File: config.mk
export PLATFORM = sky130hd
export DESIGN_NAME = mem_stage_flat
export DESIGN_NICKNAME = d
export VERILOG_FILES = /design/src/rtl/mem_stage_if.sv /design/src/rtl/mem_stage.sv /design/src/flat_wrapper.sv
export SDC_FILE = /design/constraint.sdc
export NUM_CORES = 1
export LEC_CHECK = 0
export CAP_MARGIN = 20
export CORE_MARGIN = 2
export CORE_UTILIZATION = 45
export CTS_BUF_LIST = sky130_fd_sc_hd__clkbuf_8
export DETAILED_ROUTE_END_ITERATION = 16
export MAX_ROUTING_LAYER = met4
export PLACE_DENSITY = 0.86
export SLEW_MARGIN = 20
export SYNTH_ARGS = -nofsm -noshare
export SYNTH_HDL_FRONTEND = slang
export SYNTH_SLANG_ARGS = --single-unit
File: constraint.sdc
create_clock -name clk -period 2.7 [get_ports clk]
set_input_delay 0.405 -clock clk [delete_from_list [all_inputs] [get_ports clk]]
set_output_delay 0.405 -clock clk [all_outputs]
set_load 0.01 [all_outputs]
File: src/rtl/mem_stage_if.sv
// mem_stage_if: data-memory request/acknowledge bus between the MEM stage
// (master) and the data memory (slave).
//   dmem_req   master->slave  request strobe, held until dmem_ack
//   dmem_wr    master->slave  1 = store, 0 = load
//   dmem_addr  master->slave  word-aligned byte address
//   dmem_be    master->slave  byte enables
//   dmem_wdata master->slave  lane-aligned store data
//   dmem_ack   slave->master  request complete
//   dmem_rdata slave->master  load word, valid with dmem_ack
interface mem_stage_if #(
  parameter int XLEN = 32
);
  logic            dmem_req;
  logic            dmem_wr;
  logic [XLEN-1:0] dmem_addr;
  logic [3:0]      dmem_be;
  logic [XLEN-1:0] dmem_wdata;
  logic            dmem_ack;
  logic [XLEN-1:0] dmem_rdata;

  modport master (
    output dmem_req, dmem_wr, dmem_addr, dmem_be, dmem_wdata,
    input  dmem_ack, dmem_rdata
  );

  modport slave (
    input  dmem_req, dmem_wr, dmem_addr, dmem_be, dmem_wdata,
    output dmem_ack, dmem_rdata
  );
endinterface

File: src/rtl/mem_stage.sv
// mem_stage: pipeline MEM stage. Takes the EX-stage outputs, performs loads
// and stores over a variable-latency req/ack data-memory bus, aligns store
// data to byte lanes, extracts/extends load data and produces the MEM/WB
// register.
// Ports:
//   clk, reset        clock and synchronous active-high reset
//   ex_*              EX-stage instruction fields (valid, PC, imm, ALU
//                     result/address, store data, sizes, sign, wb select, rd)
//   mem_stall         upstream must hold while an access is outstanding
//   dmem              data-memory bus (master side)
//   mem_*             MEM/WB register: valid pulse, rd, RF write enable,
//                     writeback data, misalignment trap flag
module mem_stage #(
  parameter int XLEN   = 32,
  parameter int PC_INC = 4
) (
  input  logic             clk,
  input  logic             reset,
  input  logic             ex_valid,
  input  logic [XLEN-1:0]  ex_PC,
  input  logic [XLEN-1:0]  ex_imm,
  input  logic [XLEN-1:0]  ex_rout,
  input  logic [XLEN-1:0]  ex_rv2,
  input  logic [3:0]       ex_reg_we,
  input  logic [3:0]       ex_mem_we,
  input  logic             ex_sign,
  input  logic [2:0]       ex_RFSrc,
  input  logic [4:0]       ex_rd,
  output logic             mem_stall,
  mem_stage_if.master      dmem,
  output logic             mem_valid,
  output logic [4:0]       mem_rd,
  output logic             mem_reg_we,
  output logic [XLEN-1:0]  mem_wdata,
  output logic             mem_misalign
);

  localparam logic [0:0] IDLE = 1'b0;
  localparam logic [0:0] BUSY = 1'b1;

  localparam logic [3:0] SZ_BYTE = 4'b0001;
  localparam logic [3:0] SZ_HALF = 4'b0011;
  localparam logic [3:0] SZ_WORD = 4'b1111;

  localparam logic [2:0] SRC_ALU  = 3'd0;
  localparam logic [2:0] SRC_LOAD = 3'd1;
  localparam logic [2:0] SRC_PC   = 3'd2;
  localparam logic [2:0] SRC_IMM  = 3'd3;

  logic [0:0]      state_q, state_d;

  // Request registers: drive the bus and remember how to finish the access.
  logic            wr_q, wr_d;
  logic [XLEN-1:0] addr_q, addr_d;
  logic [3:0]      be_q, be_d;
  logic [XLEN-1:0] wdata_q, wdata_d;
  logic [1:0]      off_q, off_d;
  logic [3:0]      size_q, size_d;
  logic            sign_q, sign_d;
  logic [4:0]      rd_q, rd_d;
  logic [XLEN-1:0] rout_q, rout_d;

  // MEM/WB register.
  logic            mem_valid_q, mem_valid_d;
  logic [4:0]      mem_rd_q, mem_rd_d;
  logic            mem_reg_we_q, mem_reg_we_d;
  logic [XLEN-1:0] mem_wdata_q, mem_wdata_d;
  logic            mem_misalign_q, mem_misalign_d;

  // Decode of the instruction currently presented by EX.
  logic            is_store;
  logic            is_mem;
  logic [3:0]      size_mask;
  logic [1:0]      ex_off;
  logic            misalign;
  logic [XLEN-1:0] alu_sel;
  logic [XLEN-1:0] load_shift;
  logic [XLEN-1:0] load_word;

  always_comb begin
    is_store  = |ex_mem_we;
    // Store wins when both store mask and load select are set.
    is_mem    = is_store || (ex_RFSrc == SRC_LOAD);
    size_mask = is_store ? ex_mem_we : ex_reg_we;
    ex_off    = ex_rout[1:0];
    misalign  = is_mem &&
                (((size_mask == SZ_HALF) && ex_off[0]) ||
                 ((size_mask == SZ_WORD) && (ex_off != 2'b00)));
  end

  always_comb begin
    case (ex_RFSrc)
      SRC_PC:  alu_sel = ex_PC + XLEN'(PC_INC);
      SRC_IMM: alu_sel = ex_imm;
      default: alu_sel = ex_rout;
    endcase
  end

  // Load extraction uses the lane offset captured at accept time.
  always_comb begin
    load_shift = dmem.dmem_rdata >> {off_q, 3'b000};
    load_word  = load_shift;
    case (size_q)
      SZ_BYTE: load_word = {{(XLEN-8){sign_q & load_shift[7]}}, load_shift[7:0]};
      SZ_HALF: load_word = {{(XLEN-16){sign_q & load_shift[15]}}, load_shift[15:0]};
      default: load_word = load_shift;
    endcase
  end

  always_comb begin
    state_d        = state_q;
    wr_d           = wr_q;
    addr_d         = addr_q;
    be_d           = be_q;
    wdata_d        = wdata_q;
    off_d          = off_q;
    size_d         = size_q;
    sign_d         = sign_q;
    rd_d           = rd_q;
    rout_d         = rout_q;
    mem_valid_d    = 1'b0;
    mem_rd_d       = mem_rd_q;
    mem_reg_we_d   = mem_reg_we_q;
    mem_wdata_d    = mem_wdata_q;
    mem_misalign_d = mem_misalign_q;

    case (state_q)
      IDLE: begin
        if (ex_valid) begin
          if (is_mem && !misalign) begin
            state_d = BUSY;
            wr_d    = is_store;
            addr_d  = {ex_rout[XLEN-1:2], 2'b00};
            be_d    = size_mask << ex_off;
            wdata_d = ex_rv2 << {ex_off, 3'b000};
            off_d   = ex_off;
            size_d  = size_mask;
            sign_d  = ex_sign;
            rd_d    = ex_rd;
            rout_d  = ex_rout;
          end else begin
            // Single-cycle path: ALU-class result or misalignment trap.
            mem_valid_d    = 1'b1;
            mem_rd_d       = ex_rd;
            mem_misalign_d = misalign;
            mem_reg_we_d   = misalign ? 1'b0 : (|ex_reg_we);
            mem_wdata_d    = misalign ? ex_rout : alu_sel;
          end
        end
      end
      BUSY: begin
        if (dmem.dmem_ack) begin
          state_d        = IDLE;
          mem_valid_d    = 1'b1;
          mem_rd_d       = rd_q;
          mem_misalign_d = 1'b0;
          mem_reg_we_d   = wr_q ? 1'b0 : (|size_q);
          mem_wdata_d    = wr_q ? rout_q : load_word;
        end
      end
      default: state_d = IDLE;
    endcase
  end

  always_ff @(posedge clk) begin
    if (reset) begin
      state_q        <= IDLE;
      wr_q           <= 1'b0;
      addr_q         <= '0;
      be_q           <= '0;
      wdata_q        <= '0;
      off_q          <= '0;
      size_q         <= '0;
      sign_q         <= 1'b0;
      rd_q           <= '0;
      rout_q         <= '0;
      mem_valid_q    <= 1'b0;
      mem_rd_q       <= '0;
      mem_reg_we_q   <= 1'b0;
      mem_wdata_q    <= '0;
      mem_misalign_q <= 1'b0;
    end else begin
      state_q        <= state_d;
      wr_q           <= wr_d;
      addr_q         <= addr_d;
      be_q           <= be_d;
      wdata_q        <= wdata_d;
      off_q          <= off_d;
      size_q         <= size_d;
      sign_q         <= sign_d;
      rd_q           <= rd_d;
      rout_q         <= rout_d;
      mem_valid_q    <= mem_valid_d;
      mem_rd_q       <= mem_rd_d;
      mem_reg_we_q   <= mem_reg_we_d;
      mem_wdata_q    <= mem_wdata_d;
      mem_misalign_q <= mem_misalign_d;
    end
  end

  // Bus outputs come straight from registers, so they are stable for the
  // whole BUSY period; the strobe itself is the state.
  assign mem_stall       = (state_q == BUSY);
  assign dmem.dmem_req   = (state_q == BUSY);
  assign dmem.dmem_wr    = wr_q;
  assign dmem.dmem_addr  = addr_q;
  assign dmem.dmem_be    = be_q;
  assign dmem.dmem_wdata = wdata_q;

  assign mem_valid    = mem_valid_q;
  assign mem_rd       = mem_rd_q;
  assign mem_reg_we   = mem_reg_we_q;
  assign mem_wdata    = mem_wdata_q;
  assign mem_misalign = mem_misalign_q;

endmodule

File: src/flat_wrapper.sv
// flat-port wrapper written by rule: the top's interface ports become plain ports
module mem_stage_flat 
#(
  parameter int XLEN   = 32,
  parameter int PC_INC = 4
)
  (clk, reset, ex_valid, ex_PC, ex_imm, ex_rout, ex_rv2, ex_reg_we, ex_mem_we, ex_sign, ex_RFSrc, ex_rd, mem_stall, mem_valid, mem_rd, mem_reg_we, mem_wdata, mem_misalign, dmem_dmem_req, dmem_dmem_wr, dmem_dmem_addr, dmem_dmem_be, dmem_dmem_wdata, dmem_dmem_ack, dmem_dmem_rdata);
  mem_stage_if #(.XLEN(XLEN)) dmem_i ();
  input  logic clk;
  input  logic reset;
  input  logic ex_valid;
  input  logic [XLEN-1:0] ex_PC;
  input  logic [XLEN-1:0] ex_imm;
  input  logic [XLEN-1:0] ex_rout;
  input  logic [XLEN-1:0] ex_rv2;
  input  logic [3:0] ex_reg_we;
  input  logic [3:0] ex_mem_we;
  input  logic ex_sign;
  input  logic [2:0] ex_RFSrc;
  input  logic [4:0] ex_rd;
  output logic mem_stall;
  output logic mem_valid;
  output logic [4:0] mem_rd;
  output logic mem_reg_we;
  output logic [XLEN-1:0] mem_wdata;
  output logic mem_misalign;
  output wire logic [$bits(dmem_i.dmem_req)-1:0] dmem_dmem_req;
  output wire logic [$bits(dmem_i.dmem_wr)-1:0] dmem_dmem_wr;
  output wire logic [$bits(dmem_i.dmem_addr)-1:0] dmem_dmem_addr;
  output wire logic [$bits(dmem_i.dmem_be)-1:0] dmem_dmem_be;
  output wire logic [$bits(dmem_i.dmem_wdata)-1:0] dmem_dmem_wdata;
  input wire logic [$bits(dmem_i.dmem_ack)-1:0] dmem_dmem_ack;
  input wire logic [$bits(dmem_i.dmem_rdata)-1:0] dmem_dmem_rdata;
  assign dmem_dmem_req = dmem_i.dmem_req;
  assign dmem_dmem_wr = dmem_i.dmem_wr;
  assign dmem_dmem_addr = dmem_i.dmem_addr;
  assign dmem_dmem_be = dmem_i.dmem_be;
  assign dmem_dmem_wdata = dmem_i.dmem_wdata;
  assign dmem_i.dmem_ack = dmem_dmem_ack;
  assign dmem_i.dmem_rdata = dmem_dmem_rdata;
  mem_stage #(.XLEN(XLEN), .PC_INC(PC_INC)) u_core (.clk(clk), .reset(reset), .ex_valid(ex_valid), .ex_PC(ex_PC), .ex_imm(ex_imm), .ex_rout(ex_rout), .ex_rv2(ex_rv2), .ex_reg_we(ex_reg_we), .ex_mem_we(ex_mem_we), .ex_sign(ex_sign), .ex_RFSrc(ex_RFSrc), .ex_rd(ex_rd), .mem_stall(mem_stall), .dmem(dmem_i), .mem_valid(mem_valid), .mem_rd(mem_rd), .mem_reg_we(mem_reg_we), .mem_wdata(mem_wdata), .mem_misalign(mem_misalign));
endmodule
======== Word-level counts from Yosys, hierarchy flattened ========
Index checks and enable logic that the tools add are counted.
Widths: inputs -> output; s select.
word-level totals
  register bits after elaboration ......... 152
  input port bits ......................... 181
  output and inout bits ................... 111
cells by class
  $add $sub $neg .......................... 1
  equality and inequality tests ........... 10
  shifts and indexed selects .............. 3
  multiplexer cells ....................... 31
  bitwise logic cells ..................... 3
  reduce and logical (&&, ||, !) cells .... 13
operators with widths
  operator               number
  $pmux 32 s2            3
  $mux 32                5
  $add 32x3->32 const B  1
  $shl 32x5->32          1
  $shr 32x5->32          1
  $mux 5                 3
  $mux 1                 14
  $reduce_or 4->1        3
  $pmux 5 s2             1
  $eq 4x2->1 const B     2
  $pmux 1 s2             4
  $eq 3x2->1 const B     2
  $ne 2x2->1 const B     3
  $reduce_and 3->1       2
  $eq 4x1->1 const B     1
  $eq 4x4->1 const B     1
  $logic_and 1x1->1      4
  $mux 4                 1
  $shl 4x2->4            1
  $eq 3x1->1 const B     1
  $and 1x1->1            2
  $logic_or 1x1->1       2
  $reduce_bool 2->1      1
  $logic_not 1->1        1
  $not 1->1              1

======== Logic depth before layout (Yosys ltp) ========
Gate-level depths: netlist (run 1).
  word-level depth ........................ 11
  mapped depth ............................ 9

======== Least setup slack after synthesis (run 1) ========
OpenSTA, ideal clock, no wires.
  path kind ............................... input port to flip-flop
  start point ............................. in ex_PC[2]
  end point ............................... reg u_core.mem_wdata_q[30] (netlist: u_core.mem_wdata[30])
  arrival ................................. 1.947 ns
  setup slack ............................. 0.679 ns
  cell stages on the path ................. 7
  path buffers ............................ 0
  cells stage by stage .................... ha_1 and4_1 nand4_2 or4_1 a21oi_1 o221ai_1 a31oi_1
on the way
  longest elaborated chain between the ends .. 6
ends and longest elaborated chain
  item                  line                RTL
  start, declared       flat_wrapper.sv:12  input logic [XLEN-1:0] ex_PC;
  $add 32x3->32         mem_stage.sv:93     SRC_PC: alu_sel = ex_PC + XLEN'(PC_INC);
  $pmux 32 s2           mem_stage.sv:92     case (ex_RFSrc)
  $mux 32               mem_stage.sv:147    mem_wdata_d = misalign ? ex_rout : alu_sel;
  $mux 32               mem_stage.sv:130    if (is_mem && !misalign) begin
  $mux 32               mem_stage.sv:129    if (ex_valid) begin
  $pmux 32 s2           mem_stage.sv:127    case (state_q)
  end signal, assigned  mem_stage.sv:196    mem_wdata_q <= mem_wdata_d;
  end, declared         mem_stage.sv:67     logic [XLEN-1:0] mem_wdata_q, mem_wdata_d;
No other way between the ends. The select of a mux whose other input is x is not followed.
A chain may end at the register's enable or synchronous reset.

======== Worst setup path in the final report (run 1) ========
  start point ............................. in ex_mem_we[2]
  end point ............................... reg u_core.mem_wdata_q[1] (netlist: u_core.mem_wdata[1])
on the way
  longest elaborated chain between the ends .. 10
  elaborated cells between the ends (all ways) .. 17
ends and longest elaborated chain
  item                                             line                                RTL
  start, declared                                  flat_wrapper.sv:17                  input logic [3:0] ex_mem_we;
  $reduce_or 4->1                                  mem_stage.sv:81                     is_store = |ex_mem_we;
  $mux 4                                           mem_stage.sv:84                     size_mask = is_store ? ex_mem_we : ex_reg_we;
  $eq 4x2->1 or $eq 4x4->1 (tied branches)         mem_stage.sv:87, mem_stage.sv:88
  $logic_and 1x1->1, on equally long branches      mem_stage.sv:87, mem_stage.sv:88
  $logic_or 1x1->1                                 mem_stage.sv:87                     (((size_mask == SZ_HALF) && ex_off[0]) ||
  $logic_and 1x1->1                                mem_stage.sv:86                     misalign = is_mem &&
  $mux 32 or $logic_not 1->1 (tied branches)       mem_stage.sv:147, mem_stage.sv:130
  $mux 32 or $logic_and 1x1->1 (tied branches)     mem_stage.sv:130
  $mux 32 or $ne 2x2->1 (tied branches)            --
  $pmux 32 s2 or $reduce_and 3->1 (tied branches)  --
Several ways; a longest one is shown, not always the timed one. The select of a mux whose other input is x is not followed.

==> results.cfg, run 1 <==
[run_status]
status = complete, no violations

[cts]
tritoncts = yes
cts_buffers = 17
cts.repair.resized = 0
ctsHoldBuffers = 0
cts_sinks = 120
htree_levels = 4
clockBufferDepth = 2
cts_setup_buffers = 0
path_clk_slew_ns = 0.07
root_buffer = clkbuf_8
clk-insertion-delay-late_ns = 0.46

[final_layout]
num-fill-cells = 1273
drive_gt1_share_pct = 8.67
fin_nets = 1415
area_growth_pct = 51.9
multi_input_area_um2 = 4460
final_core_util_pct = 69.5
regArea_um2 = 2400

[detailed_routing]
drtIter0Drc = 911
detail_route.vias_per_cell = 6.02
first_pass_iters = 7
ant_nets = 0
drc = 0
drt_wl_total_mm = 30.4
wire_per_inst_um = 20.8
via_count = 8807

[yosys]
synth_seq_cells = 120
synthDominantAreaCellType = dfxtp_1
ys.flop_type = dfxtp_1
synth_warnings = 0
synth_top_area_share_pct = 33.2
synth_async_sr_flop_share_pct = 0
synthesis.area_um2 = 7240
yosysSeqAreaShare_pct = 33.2
synth.area.top_cells = dfxtp_1, nand2_1, mux2i_1, a21oi_1, o21ai_0
avgSynthCellArea_um2 = 7.62
syn_inst = 951
synth_edf_count = 0
ys_types = 68

[pwr]
pwr-share-clk_pct = 34.7
p_int_w = 0.00383
comb_power_share_pct = 28.8
finalPower_w = 0.00547
swShare_pct = 30.0
p_seq_share_pct = 36.5
p_sw_w = 0.00164
p_leak_nw = 4.03
ir_drop_mv = 0.323
power.density_nw_per_um2 = 497

[sta]
finalCritPeriodShare_pct = 87.4
post-route-min-period_ns = 2.36
slew-limit-headroom_pct = 44.3
tightest_slew_ns = 0.833
finalHoldViolCount = 0
skew_ns = 0.0140
maxSlewViolCount = 0
fmax_mhz = 424
setup-violations-final = 0
rsz0062_at_grt = no
worst_hold_slack_ns = 0.450

[global_routing]
use_met2_pct = 56.6
track_usage_pct = 35.2
grt_pass1_vias = 8046
gr-usage-met3_pct = 9.45
grt_pass1_wl_mm = 44.3
grt.met1_usage_pct = 39.7
busiest_layer = met2
antenna_found_initial = 1
overflow = 0
grt_start_max_net_pins = 58

[floorplan]
fp-row-count = 46
die_h_um = 131
start_util_pct = 45.8
dieArea_um2 = 17100
ios = 292
core-area_um2 = 15800
fp.dieW_um = 131

[critical_path]
path_class = in2reg
required_ns = 3.09
crit_fanout = 11
start_kind = input port
arrival_ns = 2.75
end_kind = flop

[place]
hpwl_mm = 22.6
io_buffers = 289
gp_congestion = 0.950

[run]
max_cap_viol_count = 0

[hold_path]
hp-class = reg2reg
## cells in the final DEF, fill, tap and decap left out, types with 16 or more instances in the layout
| master | netlist | routed |
|---|---|---|
| a21oi_1 | 87 | 87 |
| dfxtp_1 | 120 | 119 |
| clkdlybuf4s50_1 | 0 | 288 |
| o211ai_1 | 19 | 19 |
| nand3_1 | 37 | 37 |
| nand2b_1 | 17 | 17 |
| o21ai_0 | 50 | 50 |
| nor2_1 | 50 | 50 |
| inv_1 | 15 | 17 |
| xnor2_1 | 16 | 16 |
| mux2i_1 | 51 | 51 |
| a211oi_1 | 20 | 20 |
| a31oi_1 | 17 | 17 |
| nand2_1 | 174 | 174 |
| clkbuf_8 | 0 | 20 |
| nor3_1 | 26 | 26 |
| buf_4 | 5 | 50 |
## through the flow
stage	cell area (um^2)	worst slack, ns	std cells	setup TNS, ns
floorplan	7250	0.679	952	0
global placement	10500	0.105	1430	0
detailed placement	10500	-0.0262	1430	-0.0330
CTS	11000	0.393	1461	0
global route	11000	0.128	1462	0
finish	11000	0.341	1462	0
## power groups by stage
| stage | Combinational [W] | Clock (W) | Sequential [W] |
|---|---|---|---|
| finish | 0.00158 | 0.00190 | 0.00200 |
| global route | 0.00167 | 0.00199 | 0.00201 |
| CTS | 0.00155 | 0.00191 | 0.00199 |
| detailed placement | 0.00154 | 0 | 0.00203 |
| global placement | 0.00153 | 0 | 0.00203 |
| floorplan | 0.000673 | 0 | 0.00206 |
## logic make-up after synthesis
kind of cell,after synthesis,share of synthesized area [%]
adders and majority gates,1,0.173
DFF,120,33.2
buffers and inverters,97,5.73
AOI/OAI and AO/OA,285,26.0
muxes,61,8.76
xor gates and xnor gates,27,3.26
and+or+nand+nor,359,22.9
other,1,0.0518
## synthesized netlist by cell type (all sizes together), types with 4 or more instances
| master | n |
|---|---|
| a2111oi | 4 |
| a211o | 8 |
| a211oi | 21 |
| a21o | 9 |
| a21oi | 88 |
| a221oi | 7 |
| a31oi | 18 |
| a41oi | 12 |
| and2 | 8 |
| and3 | 5 |
| and4 | 5 |
| buf | 34 |
| clkbuf | 47 |
| dfxtp | 120 |
| inv | 15 |
| mux2 | 9 |
| mux2i | 51 |
| nand2 | 174 |
| nand2b | 17 |
| nand3 | 37 |
| nand4 | 8 |
| nor2 | 50 |
| nor2b | 5 |
| nor3 | 26 |
| nor4 | 9 |
| o211ai | 19 |
| o21a | 5 |
| o21ai | 54 |
| o221ai | 7 |
| o31ai | 6 |
| or3 | 9 |
| xnor2 | 16 |
| xor2 | 11 |
## layout make-up
cell class	instances	share of cell area, %
clock buffer	20	2.50
inverter	16	0.546
antenna	1	0.0227
sequential	120	21.8
tap	216	2.46
multi-input combinational	735	40.5
clock inverter	11	1.61
timing repair buffer	343	30.5
## metal layers
layer	up-vias	part of all wire, %
li1	4027	-
met5	-	0
met4	0	5.8
met1	4040	37
met2	624	46
met3	116	11
## final timing paths
path	start	to	slack (ns)	cells past startpoint
worst max register to register	u_core.rout_q[0]$_SDFFE_PP0P_	u_core.mem_wdata[25]$_SDFFE_PP0P_	0.42	7
worst min register to register	u_core.dmem.dmem_wdata[0]$_SDFFE_PP0P_	u_core.dmem.dmem_wdata[0]$_SDFFE_PP0P_	0.45	2
worst min-delay path	u_core.dmem.dmem_wdata[0]$_SDFFE_PP0P_	u_core.dmem.dmem_wdata[0]$_SDFFE_PP0P_	0.45	2
worst max-delay path	ex_mem_we[2]	u_core.mem_wdata[1]$_SDFFE_PP0P_	0.34	9
## sequential cells by signal, summed over array words and instances (netlist names)
register	flops
u_core.dmem.dmem_addr	1
u_core.dmem.dmem_be	4
u_core.dmem.dmem_req	1
u_core.dmem.dmem_wdata	32
u_core.dmem.dmem_wr	1
u_core.mem_misalign	1
u_core.mem_rd	5
u_core.mem_reg_we	1
u_core.mem_valid	1
u_core.mem_wdata	32
u_core.rd_q	5
u_core.rout_q	31
u_core.sign_q	1
u_core.size_q	4
## critical path, cell delays in order
cell,delay (ns)
clkdlybuf4s50_1,0.50
buf_4,0.19
nor4_4,0.19
and2_1,0.28
o21ai_2,0.12
o21a_1,0.27
buf_4,0.20
a2111oi_0,0.40
a311o_1,0.19
(Power assumes the default switching activity.)
==> inputs of run 2 (changes only) <==
- SLEW_MARGIN: 20 -> not set
==> results of run 2 <==
No change in the layout: final DEF, timing and power equal those of run 1.
==> inputs of run 3 (changes only) <==
- CELL_PAD_IN_SITES_DETAIL_PLACEMENT: not set -> 1
- CELL_PAD_IN_SITES_GLOBAL_PLACEMENT: not set -> 1
- CORE_UTILIZATION: 45 -> 31
- PLACE_DENSITY: 0.86 -> 0.85
==> run 3 against run 2 <==
  * Clock-buffer cell count is 2 lower
  * Power down 1.2%
  * Sequential cell count did not move
  * Largest cell class unchanged
  * Highest routed layer unchanged
==> results.cfg, run 3 (synthesized netlist as in run 1, its figures left out) <==
[critical_path]
path_class = in2reg
required_ns = 3.05
arrival_ns = 2.73
start_kind = input port
crit_fanout = 12
end_kind = flop

[detailed_routing]
drc = 0
drtIter0Drc = 537
ant_nets = 0
first_pass_iters = 6
drt_wl_total_mm = 34.8
wire_per_inst_um = 22.2
via_count = 8635
detail_route.vias_per_cell = 5.50

[cts]
cts.repair.resized = 0
cts_sinks = 120
path_clk_slew_ns = 0.08
tritoncts = yes
cts_buffers = 17
htree_levels = 4
clk-insertion-delay-late_ns = 0.45
cts_setup_buffers = 0
root_buffer = clkbuf_8
ctsHoldBuffers = 0
clockBufferDepth = 2

[run]
max_cap_viol_count = 0

[final_layout]
layout.cells.non_filler = 1571
num-fill-cells = 2759
multi_input_area_um2 = 4460
final_cell_mix = clkdlybuf4s50_1, nand2_1, dfxtp_1
fin_nets = 1425
final_common_cell = clkdlybuf4s50_1
area_growth_pct = 54.8
final_core_util_pct = 49.2
regArea_um2 = 2400
drive_gt1_share_pct = 9.71

[sta]
fin_setup_tns_ns = 0
post-route-min-period_ns = 2.38
finalHoldViolCount = 0
finalCritPeriodShare_pct = 88.2
worst_slack_ns = 0.320
maxSlewViolCount = 0
setup-violations-final = 0
skew_ns = 0.0130
slew-limit-headroom_pct = 51.2
tightest_slew_ns = 0.732
fmax_mhz = 420
rsz0062_at_grt = no

[pwr]
p_leak_nw = 4.06
ir_drop_mv = 0.265
finalPower_w = 0.00541
power.density_nw_per_um2 = 482

[floorplan]
core-area_um2 = 22800
die_h_um = 157
start_util_pct = 31.8
ios = 292
fp.dieW_um = 157
fp-row-count = 55
dieArea_um2 = 24600

[hold_path]
hp-class = reg2reg

[place]
io_buffers = 289
hpwl_mm = 27.0
placedCellCount = 1537
gp_congestion = 0.902
pre_cts_slack_ns = -0.125

[global_routing]
grt_pass1_wl_mm = 52.7
antenna_found_initial = 0
grt_start_max_net_pins = 64
overflow = 0
grt_pass1_vias = 8937
track_usage_pct = 29.0

[run_status]
status = complete, no violations
run 3: power breakdown:
| group | switching (W) | internal (W) | total, W |
|---|---|---|---|
| logic | 0.000828 | 0.000794 | 0.00162 |
| clock network | 0.000841 | 0.000943 | 0.00178 |
| registers | 0.000104 | 0.00190 | 0.00200 |
| total | 0.00177 | 0.00363 | 0.00541 |
run 3: path summary, 6_finish.rpt:
path	startpoint	end	slack [ns]	depth (start not counted)
max	ex_mem_we[3]	u_core.mem_wdata[25]$_SDFFE_PP0P_	0.32	8
min	u_core.dmem.dmem_wdata[30]$_SDFFE_PP0P_	u_core.dmem.dmem_wdata[30]$_SDFFE_PP0P_	0.46	2
max reg2reg	u_core.rout_q[1]$_SDFFE_PP0P_	u_core.mem_wdata[10]$_SDFFE_PP0P_	0.42	6
min reg2reg	u_core.dmem.dmem_wdata[30]$_SDFFE_PP0P_	u_core.dmem.dmem_wdata[30]$_SDFFE_PP0P_	0.46	2
run 3: area by class of cell:
cell class | count | area share, %
Multi-Input combinational cell | 735 | 39.7
Timing Repair Buffer | 353 | 31.0
Sequential cell | 120 | 21.4
Tap cell | 313 | 3.49
Clock buffer | 18 | 2.21
Clock inverter | 14 | 1.55
Inverter | 16 | 0.535
Antenna cell | 2 | 0.0446
run 3: worst max-delay path, cell delays in order:
cell	delay (ns)
clkdlybuf4s50_1	0.59
and2_1	0.23
a22o_1	0.28
a21oi_2	0.11
nor2_1	0.43
buf_4	0.31
nand2_1	0.08
a41oi_1	0.28
run 3: per-layer routing:
layer | global-route usage, % | share of wire, %
met3 | 6.67 | 7.9
met2 | 49.5 | 49
met1 | 33.6 | 40
met5 | - | 0
met4 | 9.31 | 2.8
run 3: stage by stage:
step | hold slack, ns | instance area [um^2]
2_1_floorplan | 0.436 | 7250
3_3_place_gp | 0.437 | 10800
3_5_place_dp | 0.450 | 10800
4_1_cts | 0.462 | 11200
5_1_grt | 0.487 | 11200
6_report | 0.455 | 11200
